$ cat config.mk
export PLATFORM = sky130hd
export DESIGN_NAME = regfile_writeback_queue
export DESIGN_NICKNAME = d
export VERILOG_FILES = /design/src/rtl/regfile_writeback_queue.sv
export SDC_FILE = /design/constraint.sdc
export NUM_CORES = 1
export LEC_CHECK = 0
export BUFFER_PORTS_ARGS = -buffer_cell sky130_fd_sc_hd__buf_2
export CAP_MARGIN = 40
export CORE_ASPECT_RATIO = 1.25
export CORE_MARGIN = 1
export CORE_UTILIZATION = 35
export DETAILED_ROUTE_END_ITERATION = 16
export PLACE_DENSITY = 0.54
export SYNTH_ARGS = -nofsm -noshare
export SYNTH_HDL_FRONTEND = slang
export SYNTH_SLANG_ARGS = --single-unit
$ cat constraint.sdc
create_clock -name Clk -period 3.2 [get_ports Clk]
set_input_delay 0.32 -clock Clk [delete_from_list [all_inputs] [get_ports Clk]]
set_output_delay 0.32 -clock Clk [all_outputs]
set_load 0.03 [all_outputs]
$ cat src/rtl/regfile_writeback_queue.sv
// Writeback queue driving the RegisterFile write port, with forwarding of pending values.
// Optional feature: define REGWB_COALESCE_EN to merge back-to-back writes to the same register.
module regfile_writeback_queue #(
  parameter int DEPTH   = 4,
  parameter bit DROP_R0 = 1'b1
) (
  input  logic        Clk,
  input  logic        Reset,
  input  logic        in_valid,
  output logic        in_ready,
  input  logic [4:0]  in_reg,
  input  logic [31:0] in_data,
  input  logic        wb_hold,
  output logic        RegWrite,
  output logic [4:0]  wr_reg,
  output logic [31:0] wr_data,
  input  logic [4:0]  rd_reg1,
  input  logic [4:0]  rd_reg2,
  output logic        fwd_hit1,
  output logic [31:0] fwd_data1,
  output logic        fwd_hit2,
  output logic [31:0] fwd_data2
);

  localparam int PW = $clog2(DEPTH);
  localparam int CW = $clog2(DEPTH + 1);

  logic [4:0]    q_reg  [DEPTH];
  logic [31:0]   q_data [DEPTH];
  logic [PW-1:0] head;
  logic [PW-1:0] tail;
  logic [CW-1:0] count;

  logic push;
  logic pop;
  logic alloc;
  logic coalesce;

  assign pop  = (count != '0) && !wb_hold;
  assign push = in_valid && in_ready && !(DROP_R0 && (in_reg == 5'd0));

`ifdef REGWB_COALESCE_EN
  logic [PW-1:0] last;
  logic          tail_match;

  assign last       = tail - PW'(1);
  assign tail_match = (count != '0) && (q_reg[last] == in_reg);
  assign in_ready   = (count != CW'(DEPTH)) | tail_match;
  // The youngest entry may be leaving this cycle; then allocate normally.
  assign coalesce   = push && tail_match && !(pop && (count == CW'(1)));
`else
  assign in_ready   = (count != CW'(DEPTH));
  assign coalesce   = 1'b0;
`endif

  assign alloc = push && !coalesce;

  always_ff @(posedge Clk) begin
    if (Reset) begin
      count    <= '0;
      head     <= '0;
      tail     <= '0;
      RegWrite <= 1'b0;
      wr_reg   <= '0;
      wr_data  <= '0;
    end else begin
      if (pop) begin
        RegWrite <= 1'b1;
        wr_reg   <= q_reg[head];
        wr_data  <= q_data[head];
        head     <= head + PW'(1);
      end else begin
        RegWrite <= 1'b0;
      end
      if (alloc) begin
        tail <= tail + PW'(1);
      end
      count <= count + CW'(alloc) - CW'(pop);
    end
  end

  always_ff @(posedge Clk) begin
    if (!Reset) begin
      if (alloc) begin
        q_reg[tail]  <= in_reg;
        q_data[tail] <= in_data;
      end
`ifdef REGWB_COALESCE_EN
      else if (coalesce) begin
        q_data[last] <= in_data;
      end
`endif
    end
  end

  // Oldest to youngest so later matches override; the output register is oldest of all.
  always_comb begin
    logic [PW-1:0] idx;
    fwd_hit1  = 1'b0;
    fwd_data1 = '0;
    fwd_hit2  = 1'b0;
    fwd_data2 = '0;
    idx       = '0;
    if (RegWrite && (wr_reg == rd_reg1)) begin
      fwd_hit1  = 1'b1;
      fwd_data1 = wr_data;
    end
    if (RegWrite && (wr_reg == rd_reg2)) begin
      fwd_hit2  = 1'b1;
      fwd_data2 = wr_data;
    end
    for (int i = 0; i < DEPTH; i++) begin
      idx = head + PW'(i);
      if (CW'(i) < count) begin
        if (q_reg[idx] == rd_reg1) begin
          fwd_hit1  = 1'b1;
          fwd_data1 = q_data[idx];
        end
        if (q_reg[idx] == rd_reg2) begin
          fwd_hit2  = 1'b1;
          fwd_data2 = q_data[idx];
        end
      end
    end
    if (DROP_R0 && (rd_reg1 == 5'd0)) begin
      fwd_hit1  = 1'b0;
      fwd_data1 = '0;
    end
    if (DROP_R0 && (rd_reg2 == 5'd0)) begin
      fwd_hit2  = 1'b0;
      fwd_data2 = '0;
    end
  end

endmodule

* After elaboration in Yosys (flattened, before gate mapping)
Memories as Yosys holds them, arrays and structs flattened. A register that Yosys moved wholly into a read port is not among the register bits. Index checks and enable logic that the tools add are counted.
Word-level totals: bits in registers 45, bits in writable memories 148, input bits 51, output and inout bits 105, logic and storage cells 88, memories 2
Operators by class: $add $sub $neg 6, magnitude comparators 4, eq/ne operators 11, multiplexer cells 48, reductions and logical operators 11
Memory list:
- q_data | depth 4, width 32, read ports 4, clocked after memory_dff 1, write ports 1, line 29 | logic [31:0] q_data [DEPTH];
- q_reg | depth 4, width 5, read ports 4, clocked after memory_dff 1, write ports 1, line 28 | logic [4:0] q_reg [DEPTH];
Operator list (count):
- $mux 32 | 20
- $eq 5x5->1 | 10
- $mux 1 | 24
- $logic_not 5->1 | 3
- $mux 2 | 4
- $lt 1x3->1 const A | 2
- $lt 2x3->1 const A | 2
- $logic_and 1x1->1 | 5
- $add 2x1->2 const B | 2
- $add 2x2->2 const B | 2
- $add 3x1->3 | 1
- $ne 3x3->1 const B | 1
- $reduce_bool 3->1 | 1
- $sub 3x1->3 | 1
- $logic_not 1->1 | 2

* Longest topological paths before layout
depth after elaboration 12, mapped depth 11, gate-level depth less buffers 10

* Worst setup path before layout
No wires, ideal clock.
path type register to output, from register (tool-made name), to output fwd_data1[2], data arrival time 2.772 ns, required time 2.880 ns, path slack 0.108 ns, cell stages (with the launch flop) 9, buffers on the path 2, path through dfxtp_1 buf_6 mux4_2 xor2_1 nor4_4 buf_2 and3_1 a221oi_2 o31ai_1
RTL lines:
- end, declared | line 20 | output logic [31:0] fwd_data1,

* Worst setup path after layout
from register head[1], to output fwd_data1[31]
On the way: word-level cells in the longest chain between the ends 10, elaborated cells between the ends (all ways) 15, those cells by class add/sub (3); eq/ne (3); mux (7); memory (2)
RTL lines:
- start, declared | line 30 | logic [PW-1:0] head;
- start signal, assigned | line 71 | head <= head + PW'(1);
- $add 2x1->2 | line 113 | idx = head + PW'(i);
- $mem_v2 4x5
- $eq 5x5->1 | line 115 | if (q_reg[idx] == rd_reg1) begin
- $mux 32 | line 115
- $mux 32 | line 114 | if (CW'(i) < count) begin
- $mux 32 | line 115
- $mux 32 | line 114
- $mux 32 | line 115
- $mux 32 * | line 114
- $mux 32 * | line 125 | if (DROP_R0 && (rd_reg1 == 5'd0)) begin
Mark *: on every way between the ends. The rest lies on a longest branch, timed or not.

==> out/qor.csv <==
stage,metric,value,unit
place,port-buffer-count,155,
place,detailed_place_hpwl,29700,um
run_status,violations_in_the_final_reports,negative setup slack,
cts,maximum_clock_path_buffer_count,2,
power,p_per_area,648,mW/mm2
power,power.ir.vdd_worst,0.448,mV
timing,post_layout_minimum_cycle_time,3.48,ns
critical_path,critPathCaptureType,primary output,
power,net-switching-power,4.58,mW
worst_hold_path,worst_min_delay_path_category,in2reg,
yosys,yosys.area_share.xor_xnor,0.0383,
timing,timing_max_transition_violations_final,0,
yosys,post_syn_nets,1116,
cts,tritoncts,built,
cts,tritoncts.num_buffers,17,
timing,setup_ws,-0.279,ns
final_layout,finish.net_count,1294,
job,max-cap-violations,0,
yosys,synth_cells,1056,
final_layout,area_delta_synth_final,27.9,%
floorplan,floorplan.die.width,178,um
global_route,pin_count_of_the_biggest_net_entering_global_routing,47,
place,pre_cts_ws,-0.222,ns
power,share_comb_of_total_power,0.509,
timing,min_period_over_period,1.09,
global_route,grt_first_pass_wirelength,68000,um
timing,finalClockSkew,0.00955,ns
final_layout,finalNonFillerCells,1741,
run_status,run_status,"complete, but fails checks",
yosys,yosys_top_cell_area_share,0.329,
worst_hold_path,whs_path_depth,1,
yosys,synth.yosys.seq_area_share,0.399,
final_layout,drive_gt1_frac,0.511,
yosys,number_of_different_library_cells_in_the_post_synthesis_netlist,47,
routing,drt-pass1-iter-count,5,
critical_path,reg2regPathDepth,7,
power,power.sequential.fraction,0.297,
yosys,yosys.area_share.adder,0.00890,
yosys,synthesis.area_per_instance,12.8,um2
routing,final_antenna_net_count,0,
yosys,synth_seq_cells,195,
global_route,first_global_vias,10900,
yosys,synth_simple_gate_area_share,0.0925,
final_layout,ff_latch_area,0.00540,mm2
yosys,mappedNetlistArea,0.0135,mm2
routing,final_routed_wirelength,46600,um
yosys,synth_largest_area_cell,sky130_fd_sc_hd__edfxtp_1,
timing,rsz_0062_raised_after_global_routing,yes,
global_route,gr-total-overflow,0,
power,cellInternalPower,6.61,mW
power,switching_share,0.409,
critical_path,critical_path_required,2.88,ns
global_route,grt.total_usage,0.236,
floorplan,io_pins,156,
yosys,multiplexer_share_of_the_synthesized_area,0.255,
critical_path,crit_arrival,3.16,ns
floorplan,die_y,222,um
yosys,synth_compound_gate_area_share,0.160,
final_layout,nFillCells,3407,
floorplan,core_area,0.0381,mm2
routing,drc,0,
power,clockPowerShare,0.194,
cts,clock-root-buffer,sky130_fd_sc_hd__clkbuf_16,
timing,hold_viol,0,
critical_path,worstSetupPathType,reg2out,
power,cellLeakagePower,5.75,nW
timing,max_slew_margin,0.491,
final_layout,multi_input_area,0.00818,mm2
critical_path,cp_max_fo,8,
power,finalPower,11.2,mW
routing,avgRoutedWirePerCell,26.8,um
yosys,yosys_warnings,0,
timing,max_slew.worst_pin.slew,0.764,ns
timing,setup_viol,66,
cts,ctsHtreeMaxLevel,4,
yosys,synth_top_family_by_area,multiplexers,
floorplan,fp.dieArea,0.0394,mm2
place,place_inst,1681,
floorplan,floorplan.initialDensity,0.354,
timing,tns,-12.40,ns
cts,worstSkewPairLatency,0.46,ns
yosys,synthTopCellsByArea,"sky130_fd_sc_hd__edfxtp_1 (33%), sky130_fd_sc_hd__mux4_2 (25%), sky130_fd_sc_hd__dfxtp_1 (7.0%)",
cts,cts.clk_slew.worst_paths,0.08,ns
global_route,antenna_found_initial,3,
final_layout,largest_register_ff_count,128,
cts,clkSinkCount,195,
routing,drt-vias-per-instance,6.31,
place,globalplace.congestion,0.873,
floorplan,number_of_rows_created_at_floorplan,80,
routing,drt-initial-drc-count,1168,
routing,vias,11000,
critical_path,sort_of_element_at_the_start_of_the_critical_path,flip-flop,
timing,max_freq,0.287,GHz
kinds of logic (layout without fill, tap and decap cells):
| family | after synthesis | count (layout) |
|---|---|---|
| buf+inv | 127 | 318 |
| mux | 160 | 160 |
| flops | 195 | 195 |
| compound gates | 245 | 245 |
| xor+xnor | 59 | 59 |
| other cells | 0 | 2 |
| fa+ha+maj | 9 | 9 |
| simple gates | 261 | 261 |
cell type report:
cell class | count | area share
multi-input cells | 734 | 0.474
repair buffers | 277 | 0.142
clock buffers | 18 | 0.0254
diodes | 2 | 0.000290
inverters | 9 | 0.00196
clock inverters | 14 | 0.00826
well taps | 492 | 0.0356
flip-flops and latches | 195 | 0.313
Yosys cell counts, drive strengths merged:
master / count
nor4: 5
inv: 8
nor3: 4
nor2b: 2
nor2: 85
fa: 1
buf: 59
o31ai: 64
nand3b: 2
a32oi: 64
or4: 3
xnor2: 27
o22a: 1
a31oi: 3
mux4: 147
mux2i: 13
and4b: 1
nand2: 78
a41oi: 1
ha: 8
edfxtp: 148
a22oi: 1
or2: 35
a221oi: 64
o21ai: 2
a21oi: 40
and2: 5
o211ai: 3
clkbuf: 59
clkinv: 1
nand3: 4
and3: 33
xor2: 32
nand4: 3
and4: 1
dfxtp: 47
o211a: 2
critical path, cell delays in order (launching register included):
cell and delay [ns]:
sky130_fd_sc_hd__dfxtp_4 0.37, sky130_fd_sc_hd__buf_4 0.17, sky130_fd_sc_hd__buf_4 0.13, sky130_fd_sc_hd__buf_4 0.14, sky130_fd_sc_hd__mux4_2 0.32, sky130_fd_sc_hd__xnor2_1 0.16
sky130_fd_sc_hd__nand4_1 0.15, sky130_fd_sc_hd__or2_2 0.35, sky130_fd_sc_hd__o211ai_1 0.11, sky130_fd_sc_hd__buf_4 0.24, sky130_fd_sc_hd__buf_12 0.17, sky130_fd_sc_hd__o31ai_1 0.09
sky130_fd_sc_hd__buf_4 0.16, sky130_fd_sc_hd__buf_6 0.13
path summary, 6_finish.rpt:
kind	from	endpoint	slack, ns
worst max-delay path	head[1]$_SDFFE_PP0P_	fwd_data1[31]	-0.28
worst max register to register	count[1]$_SDFF_PP0_	q_data[1][15]$_DFFE_PP_	0.88
worst min register to register	wr_data[31]$_SDFFE_PP0P_	wr_data[31]$_SDFFE_PP0P_	0.51
worst min-delay path	in_data[10]	q_data[3][10]$_DFFE_PP_	0.07
power by group through the flow:
stage | registers [mW] | logic (mW) | clock network (mW)
floorplan | 3.49 | 3.53 | 0
global placement | 3.40 | 5.03 | 0
detailed placement | 3.41 | 5.07 | 0
CTS | 3.31 | 5.57 | 2.20
global route | 3.37 | 6.03 | 2.30
finish | 3.32 | 5.70 | 2.17
layout by cell type, fill, tap and decap left out, types with 26 or more instances in the layout:
cell type and n:
sky130_fd_sc_hd__xnor2_1 27, sky130_fd_sc_hd__a21oi_1 38, sky130_fd_sc_hd__xor2_1 29, sky130_fd_sc_hd__buf_2 89, sky130_fd_sc_hd__a221oi_2 38, sky130_fd_sc_hd__a32oi_2 28
sky130_fd_sc_hd__buf_6 34, sky130_fd_sc_hd__o31ai_2 26, sky130_fd_sc_hd__mux4_2 147, sky130_fd_sc_hd__buf_12 26, sky130_fd_sc_hd__o31ai_1 34, sky130_fd_sc_hd__nor2_1 81
sky130_fd_sc_hd__dfxtp_1 43, sky130_fd_sc_hd__a32oi_1 35, sky130_fd_sc_hd__and3_1 27, sky130_fd_sc_hd__nand2_1 78, sky130_fd_sc_hd__edfxtp_1 148, sky130_fd_sc_hd__or2_2 34
sky130_fd_sc_hd__buf_4 118
what timing repair did:
item,CTS,global route
pin swaps,45,13
hold buffers,0,0
gates cloned,3,3
setup buffers,20,1
setup endpoints to repair,66,66
endpoints found under the hold margin,0,0
gates resized for setup,173,49
through the flow:
| step | util | hold WS, ns | area [um2] |
|---|---|---|---|
| CTS | 0.443 | 0.0458 | 16900 |
| finish | 0.453 | 0.0662 | 17300 |
| global route | 0.453 | 0.0548 | 17300 |
| global placement | 0.402 | 0.478 | 15300 |
| floorplan | - | 0.419 | 13500 |
| detailed placement | 0.402 | 0.483 | 15300 |
layer usage:
layer / global-route usage / vias up / routed length [um]
met3: 0.0417 / 96 / 3070
met4: 0.106 / 2 / 1450
met5: 0 / - / 13
met1: 0.301 / 5642 / 18400
met2: 0.388 / 553 / 23700
li1: - / 4694 / -
Power figures use the tool's default switching activity.
